<file path="config.mk">
export PLATFORM = sky130hd
export DESIGN_NAME = fetch_stage
export DESIGN_NICKNAME = d
export VERILOG_FILES = /design/src/rtl/fetch_stage.sv
export SDC_FILE = /design/constraint.sdc
export NUM_CORES = 1
export LEC_CHECK = 0
export ABC_AREA = 1
export CORE_UTILIZATION = 30
export DETAILED_ROUTE_END_ITERATION = 6
export PLACE_DENSITY = 0.65
export SETUP_SLACK_MARGIN = 0.15
export SYNTH_ARGS = -nofsm -noshare
export SYNTH_HDL_FRONTEND = slang
export SYNTH_SLANG_ARGS = --single-unit
export TNS_END_PERCENT = 20
</file>
<file path="constraint.sdc">
create_clock -name clk -period 2 [get_ports clk]
set_input_delay 0.4 -clock clk [delete_from_list [all_inputs] [get_ports clk]]
set_output_delay 0.4 -clock clk [all_outputs]
set_load 0.01 [all_outputs]
</file>
<file path="src/rtl/fetch_stage.sv">
// fetch_stage: IF stage and IF/ID register with one outstanding imem request and a one-entry skid
module fetch_stage #(
   parameter logic [31:0] RESET_PC  = 32'h0000_0000,
   parameter logic [31:0] NOP_INSTR = 32'hE1A0_0000
) (
   input  logic        clk,
   input  logic        reset,
   input  logic        StallF,
   input  logic        StallD,
   input  logic        FlushD,
   input  logic        PCSrcE,
   input  logic [31:0] BranchTargetE,
   output logic        ImemReq,
   output logic [31:0] ImemAddr,
   input  logic [31:0] ImemRdata,
   input  logic        ImemValid,
   output logic [31:0] PCF,
   output logic [31:0] InstrD,
   output logic [31:0] PCPlus4D,
   output logic        ValidD,
   output logic        FetchBusyF
);
   typedef enum logic [1:0] {IDLE, FETCH, HOLD, DISCARD} state_t;
   state_t state, nxt;
   logic [31:0] skid, discard_addr, target, pc_next, deliver_instr;
   logic go, accept, deliver;
   assign target = BranchTargetE & ~32'd3;
   assign pc_next = PCF + 32'd4;
   assign ImemAddr = (state == DISCARD) ? discard_addr : PCF;
   assign FetchBusyF = ImemReq & ~ImemValid;
   assign go = ~StallF & ~StallD & ~PCSrcE;
   assign accept = (state == FETCH) & ImemReq & ImemValid & go;
   assign deliver = accept | ((state == HOLD) & go);
   assign deliver_instr = (state == HOLD) ? skid : ImemRdata;
   // next state: a redirect with the old request still in flight must wait it out in DISCARD
   always_comb begin
      nxt = state;
      case (state)
         IDLE:    nxt = FETCH;
         FETCH:   nxt = PCSrcE ? (ImemValid ? FETCH : DISCARD) :
                        (ImemValid & (StallF | StallD)) ? HOLD : FETCH;
         HOLD:    nxt = (PCSrcE | (~StallF & ~StallD)) ? FETCH : HOLD;
         DISCARD: nxt = ImemValid ? FETCH : DISCARD;
         default: nxt = IDLE;
      endcase
   end
   // PC, skid, request and IF/ID update; redirect beats flush, flush beats stall, stall beats delivery
   always_ff @(posedge clk or negedge reset) begin
      if (!reset) begin
         state        <= IDLE;
         ImemReq      <= 1'b0;
         PCF          <= RESET_PC;
         InstrD       <= NOP_INSTR;
         PCPlus4D     <= '0;
         ValidD       <= 1'b0;
         skid         <= '0;
         discard_addr <= RESET_PC;
      end else begin
         state   <= nxt;
         ImemReq <= (nxt == FETCH) || (nxt == DISCARD);
         if (PCSrcE)
            PCF <= target;
         else if (deliver)
            PCF <= pc_next;
         if ((state == FETCH) && (nxt == DISCARD))
            discard_addr <= PCF;
         if ((state == FETCH) && (nxt == HOLD))
            skid <= ImemRdata;
         if (PCSrcE || FlushD || (!StallD && !deliver)) begin
            InstrD <= NOP_INSTR;
            ValidD <= 1'b0;
         end else if (!StallD) begin
            InstrD   <= deliver_instr;
            PCPlus4D <= pc_next;
            ValidD   <= 1'b1;
         end
      end
   end
endmodule

</file>
==> results of run 1 <==
[synthesized netlist by cell type (6+ instances only)]
library cell    n
buf_2          10
buf_4          10
clkbuf_1       28
dfstp_2         6
inv_2           6
nand2_1       391
inv_1          92
o21ai_0        85
xor2_1         12
dfrtp_1       152
nor2_1         75
a21oi_1        38
nand3_1        52
o21ai_1        35
nor2_2          6
[area by class of cell]
cell class | count | area, um2
Clock buffer | 17 | 425
Clock inverter | 15 | 151
Fill cell | 2502 | 13800
Inverter | 101 | 382
Multi-Input combinational cell | 719 | 3400
Sequential cell | 158 | 3980
Tap cell | 330 | 413
Timing Repair Buffer | 250 | 2680
[repair_timing]
action / in CTS / in global routing
hold buffers: 1 / 0
cloned: 4 / 3
resized for setup: 157 / 90
pin swaps: 6 / 4
endpoints found under the setup margin: 64 / 91
endpoints found under the hold margin: 25 / 0
buffers inserted: 3 / 2
[power by group]
group / leakage [nW] / switching [mW] / internal (mW)
Clock: 0.279 / 1.48 / 1.76
Combinational: 3.43 / 1.75 / 1.68
Sequential: 1.99 / 0.428 / 3.86
Total: 5.71 / 3.66 / 7.30
[logic make-up after synthesis]
| kind of cell | after synthesis | synth area share [%] |
|---|---|---|
| AO/OA/AOI/OAI | 165 | 10.9 |
| XOR/XNOR | 12 | 1.36 |
| adder cells (fa/ha/maj) | 1 | 0.162 |
| buffers and inverters | 154 | 8.64 |
| flip-flops | 158 | 51.2 |
| other | 1 | 0.0485 |
| AND/OR/NAND/NOR | 535 | 27.7 |
[layer usage]
metal | GRT usage (%) | vias up | share of wire (%)
met5 | 0 | - | 0
met4 | 5.86 | 0 | 1.9
met3 | 3.82 | 27 | 5.5
met2 | 30.0 | 247 | 47
met1 | 24.7 | 3495 | 46
li1 | - | 3635 | -
[final timing paths]
path	to	cells past startpoint
max	ImemAddr[29]	5
min	InstrD[18]	2
max reg2reg	PCPlus4D[30]	10
min reg2reg	PCPlus4D[8]	2
max in group asynchronous	PCF[20]	3
min in group clk	PCPlus4D[8]	2
[through the flow]
stage | power, mW | cell area, um2
2_1_floorplan | 5.61 | 7750
3_3_place_gp | 7.15 | 10300
3_5_place_dp | 7.22 | 10300
4_1_cts | 10.8 | 11100
5_1_grt | 11.6 | 11400
6_report | 11.0 | 11400
[placed cells by master (no fill, tap or decap), types with 8 or more instances in the layout]
cell type        Yosys  final
nand2_1            391    389
dfrtp_1            152    139
clkdlybuf4s50_1      0    133
inv_1               92     92
o21ai_0             85     85
nor2_1              75     58
nand3_1             52     52
o21ai_1             35     35
buf_4               10     32
dlymetal6s2s_1       0     29
clkbuf_16            0     20
buf_2               10     19
nor2_2               6     16
buf_6                5     14
buf_12               0     14
dfrtp_2              0     13
a21oi_2              0     13
a21oi_1             38     13
a21oi_4              1     13
xor2_1              12     12
nor2_4               1      8
[worst register-to-register path, cell delays in order, from the launching register on]
cell     delay [ns]
dfrtp_1        0.47
ha_1           0.24
nand2_1        0.10
nor2_4         0.16
nand2_2        0.15
nor2_2         0.22
nand2_1        0.08
nand2_1        0.06
nand2_1        0.07
nand2_1        0.13
nand2_1        0.06
[state kept, by name, indices dropped and copies added (netlist names)]
signal and cells:
skid 32, PCF 30, PCPlus4D 30, state 2, discard_addr 30, ValidD 1, InstrD 32, ImemReq 1
==> run summary, run 1 <==
The flow ran to the end, and the final reports show no timing, DRC or antenna violations. The quantity of I/O buffers inserted on ports came out at 193. The element type at the critical path end is an output pin. The clock root buffer is clkbuf_16. The cell with the largest stage delay on the worst path is dfrtp_1. The synthesized design devotes to its leading area cell type 49.2% of total area. The routed wirelength normalized by instance count came out at 15.5 um. For the worst-skew pair, the clock arrives at the later sink with an insertion delay of 0.42 ns.

Global routing finished with a remaining overflow of 0. The total via count in the routed design is 7404. For this run, the share of the core covered by cells in the final layout is 45.2%. The worst slack at placement is 0.00297 ns. The worst path uses 99.9% of the clock period.

TritonCTS created 17 clock buffers. The pin count of the biggest net entering global routing is 65. The largest buffer count on any clock path came out at 2. The critical path data arrival time is 1.60 ns. In this run the power density over the cells is 960 nW/um2. The count of flip-flops with a built-in enable after synthesis is 0. The max-slew violation count came to 0. In the synthesized netlist the dominant register cell turns out to be dfrtp_1. The initial core utilization came out at 30.6%. The final critical-path required period is 2.00 ns. In the routed design, unresolved DRC markers number 0.

The max capacitance violation total is 0. In the final timing run, aggregate negative setup slack is 0 ns. The total leakage power came out at 5.71 nW. The start of the worst register-to-register path is PCF[2].

The critical-path maximum fanout is 9. The final worst clock skew is 0.0111 ns. The source of the critical timing path is state[1]. The type of the most critical hold path is in -> async. The kind of critical path is reg -> out.

The first-iteration detailed-routing DRC count is 627. The hold slack is 0.416 ns. STA classifies the critical path startpoint as a register. Across the VDD grid, the largest voltage drop is 0.000433 V. The category of cells accounting for the largest share of critical-path delay is buffers and inverters. The worst setup slack after layout is 0.00153 ns. The clock edge transition at the registers on the reported setup and hold paths is 0.07 ns.

The residual antenna-violating net count after detailed routing is 0. The warning count from the yosys run came out at 0. The non-filler instance count after layout is 1590.

Setup violations remaining at the end of the flow were counted as 0. The global router's overall resource usage is 18.5%. The height of the chip came out at 163 um. The reg-to-reg setup timing slack came out at 0.14 ns. The number of sinks driven by the clock tree came out at 158. Relative to the synthesized area, the layout overhead comes to 47.7%. The total count of hold-check failures in the final report was 0. The horizontal extent of the die is 163 um. The via count of the first global-routing pass is 7153. The flop and latch count out of synthesis is 158. Counting every instance in the synthesized netlist gives 1026. The final antenna diode count came out at 0.

The mean area per synthesized cell is 7.54 um2. The count of unique library cells instantiated by Yosys came out at 30. The number of top-level pins came out at 202. Setup repair after global routing could not meet its margin everywhere. The highest clock frequency the design can meet is 500 MHz. The number of cells after detailed placement came out at 1545.

The first global-routing pass estimated 37700 um of wire. The critical path goes through nand2_4, buf_4, buf_16, a21oi_1, buf_2. The final layout contains routed wiring with a total length of 24600 um. The HPWL reported at the end of detailed placement is 16600 um. The full die area came out at 26400 um2. Dividing the detail-routed via count by the number of cells gives 4.66. Ranked by total cell area, the synthesized netlist is headed by dfrtp_1 49%, nand2_1 19%, o21ai_0 5.5%, inv_1 4.5%, nor2_1 3.6%. The area of the core is 25300 um2. The netlist area before placement came out at 7740 um2. The maximum cell stage delay along the critical path is 0.39 ns. The worst endpoint required time came out at 1.60 ns. The weighted congestion reported at the end of routability-driven placement is 0.857. The post-synthesis async set-or-reset flop share came out at 100%.

The number of levels the H-tree was split into came out at 4. The share of post-route cells with drive strength above 1 is 16.2%. The number of nets at the end of the flow came out at 1319. The number of optimization iterations in the first detailed-route pass is 5. The number of antenna violations at the first check in global routing came out at 0. Sequential cells were found to cover 51.2% of the synthesized design area. TritonCTS built the clock tree. The number of standard-cell rows in the floorplan is 58. Summed over all instances, the cell type with the most area after synthesis is dfrtp_1. The number of buffer and inverter instances along the worst setup path is 3.
No activity file was read; power rests on OpenSTA's default activity.
==> run 2: changes to the inputs <==
- CORE_ASPECT_RATIO: not set -> 1.2
==> run 2 against run 1 <==
Effect of this change:
- sequential power grew 0.9%
- the flow now finishes with violations (negative setup slack)
- critical path type unchanged
- combinational power grew 2%
- highest routed layer unchanged
- clock-buffer cell count grew 1
- clock skew grew 0.0036 ns
- fmax shrank 1.0%
==> run summary, run 2 (synthesis results as in run 1) <==
The run finished, with violations left. The final reports fail on negative setup slack. The final worst clock skew came out at 0.0148 ns. The routed wirelength normalized by instance count is 15.2 um. No sink is reached through more buffers than the 2 on the longest clock path. The full die area is 26400 um2. The synthesis-to-layout area growth came out at 48.6%. The top cell types in the final layout, fill and taps aside, are 389 x nand2_1, 142 x dfrtp_1, 129 x clkdlybuf4s50_1. The multi-input combinational cells in the finished layout cover a total of 3450 um2. The final critical-path required period came out at 2.02 ns. The switching power summed over all nets came out at 3.63 mW.

The total leakage power came out at 5.61 nW. The number of antenna diodes in the final layout is 0. The number of antenna violations at the first check in global routing is 0. The wire length after detailed routing came out at 24200 um. The quantity of I/O buffers inserted on ports came out at 193. The worst setup path is launched from a register. Cell internal power was estimated by the tool at 7.83 mW.

The worst endpoint required time came out at 1.60 ns. For this run, the slowest stage of the critical path takes 0.41 ns. Registers take 3970 um2. The final global-route overflow total is 0. The leading cell type in the layout, fill and taps excluded is nand2_1. The number of buffer and inverter instances along the worst setup path is 3. The number of standard-cell rows in the floorplan is 64. The clock network is responsible for 31.6% of the overall power. The clock edge transition at the registers on the reported setup and hold paths came out at 0.06 ns. In the final layout, the registers with the most flip-flops are InstrD (32), skid (32). The combinational power share is 30.6%.

The path class of the tightest hold or removal check is reg -> reg. The transition time at the pin with the least slew margin is 0.558 ns. Of all nets on the critical path, the largest fanout is 8. The power density of the placed cells is 997 nW/um2. At the end of routability-driven placement, the weighted congestion stood at 0.910.

Prior to clock tree synthesis, the placed netlist has a worst setup slack of -0.0244 ns. The worst voltage drop across the vdd grid came out at 0.000437 V. The first global-routing pass estimated 37900 um of wire. The total chip power came out at 11.5 mW. The startpoint identified for the worst register-to-register timing path is PCF[2]. The filler cell count is 2436. The floorplan step defined a core boundary enclosing 25400 um2.

The kind of critical path is reg -> out. The worst path uses 101% of the clock period. The critical path data arrival time came out at 1.62 ns. The category of cells accounting for the largest share of critical-path delay is buffers and inverters. The post-detailed-route via-to-cell ratio is 4.63.

The clock root buffer is clkbuf_16. The via count of the first global-routing pass came out at 7147. The horizontal extent of the die came out at 149 um. The number of clock buffers added by TritonCTS is 17. The setup TNS is -0.0587 ns. The number of remaining DRC errors is 0. The hold slack came out at 0.478 ns. The fraction of power consumed by sequential logic came out at 37.8%. The max-slew violation count is 0.

The number of cells after detailed placement came out at 1544. The number of optimization iterations in the first detailed-route pass is 7. The number of nets at the end of the flow is 1322. STA classifies the critical path endpoint as an output pin. The residual antenna-violating net count after detailed routing is 0. Net switching is 31.7% of the power. The number of levels the H-tree was split into came out at 4. The source-to-sink clock delay at the later pin of the worst-skew pair is 0.43 ns.

The worst setup slack after layout is -0.0188 ns. Setup violations remaining at the end of the flow were counted as 5. The relative slew slack is 62.8%.

TritonCTS built the clock tree. The total via count in the routed design is 7367. The pin count of the biggest net entering global routing came out at 65. The highest clock frequency the design can meet is 495 MHz. Detailed placement ended at an HPWL of 17000 um. The number of sinks driven by the clock tree came out at 158. The initial utilization of the core area, before any placement, comes to 30.5%. In this run the most critical hold path is launched from skid[2].

The number of top-level pins came out at 202. The non-filler instance count after layout came out at 1592. The max capacitance violation total came out at 0. The total count of hold-check failures in the final report came out at 0. The height of the chip is 178 um. The source of the critical timing path is state[1]. The share of post-route cells with drive strength above 1 is 16.9%. The detailed router finished its first iteration with 313 violations. The critical path goes through nand2_4, buf_6, buf_16, nor2_2, a21oi_2, buf_2.

Setup repair after global routing could not meet its margin everywhere. For this run, the total global-route usage over all layers was measured as 18.7%. The largest individual stage delay along the critical path comes from the cell dfrtp_1.
-- run 2: cell count changes in the layout (fill, tap and decap cells not counted), sizes merged --
cell / delta
buf: +5
bufinv: +4
clkbuf: -1
clkdlybuf4s50: -4
clkinv: -1
clkinvlp: +1
dlygate4sd2: +26
dlymetal6s2s: -22
inv: -6
-- run 2: area by class of cell --
cell class                 instances  area share [%]
timing repair buffer             253            22.8
clock inverter                    13            1.85
inverter                         101            3.32
sequential                       158            34.6
multi-input combinational        719            30.0
clock buffer                      18            3.82
tap                              330            3.59
-- run 2: worst reg2reg max path: stages, from the launching register on --
cell     delay (ns)
dfrtp_1        0.43
ha_1           0.22
nand2_1        0.10
nor2_4         0.16
nand2_1        0.17
nor2_4         0.24
nand2_1        0.07
nand2_1        0.06
nand2_1        0.07
nand2_1        0.06
nand2_1        0.05
-- run 2: power groups by stage --
stage,registers [mW],clock network (mW),logic (mW)
finish,4.33,3.62,3.51
global route,4.41,3.81,3.83
CTS,4.29,3.70,3.31
detailed placement,4.30,0,2.94
global placement,4.28,0,2.90
floorplan,4.33,0,1.28
-- run 2: metal layers --
layer  vias to the layer above  GRT usage, %  wire length (um)
met2                       220          31.3             11900
met3                        41          3.42              1170
met4                         0          8.63               756
li1                       3645             -                 -
met1                      3461          23.2             10400
met5                         -             0                 0
-- run 2: final timing paths --
path                                endpoint  slack [ns]  cells after the start
min in group asynchronous         InstrD[13]        0.52                      2
worst min register to register       skid[2]        0.48                      2
worst min-delay path                 skid[2]        0.48                      2
max in group asynchronous         InstrD[24]        0.83                      3
worst max-delay path             ImemAddr[3]       -0.02                      6
worst max register to register  PCPlus4D[24]        0.26                     10
-- run 2: metrics by stage --
stage	area (um2)	utilization [%]
global route	11500	45.3
finish	11500	45.3
global placement	10300	40.5
CTS	11300	44.3
detailed placement	10300	40.5
floorplan	7750	-
-- run 2: timing repair --
item,in CTS,in global routing
pin swaps,19,3
gates cloned,6,1
endpoints found under the hold margin,45,0
setup endpoints to repair,64,52
gates resized for setup,224,50
hold buffers,1,0
buffers inserted,5,4
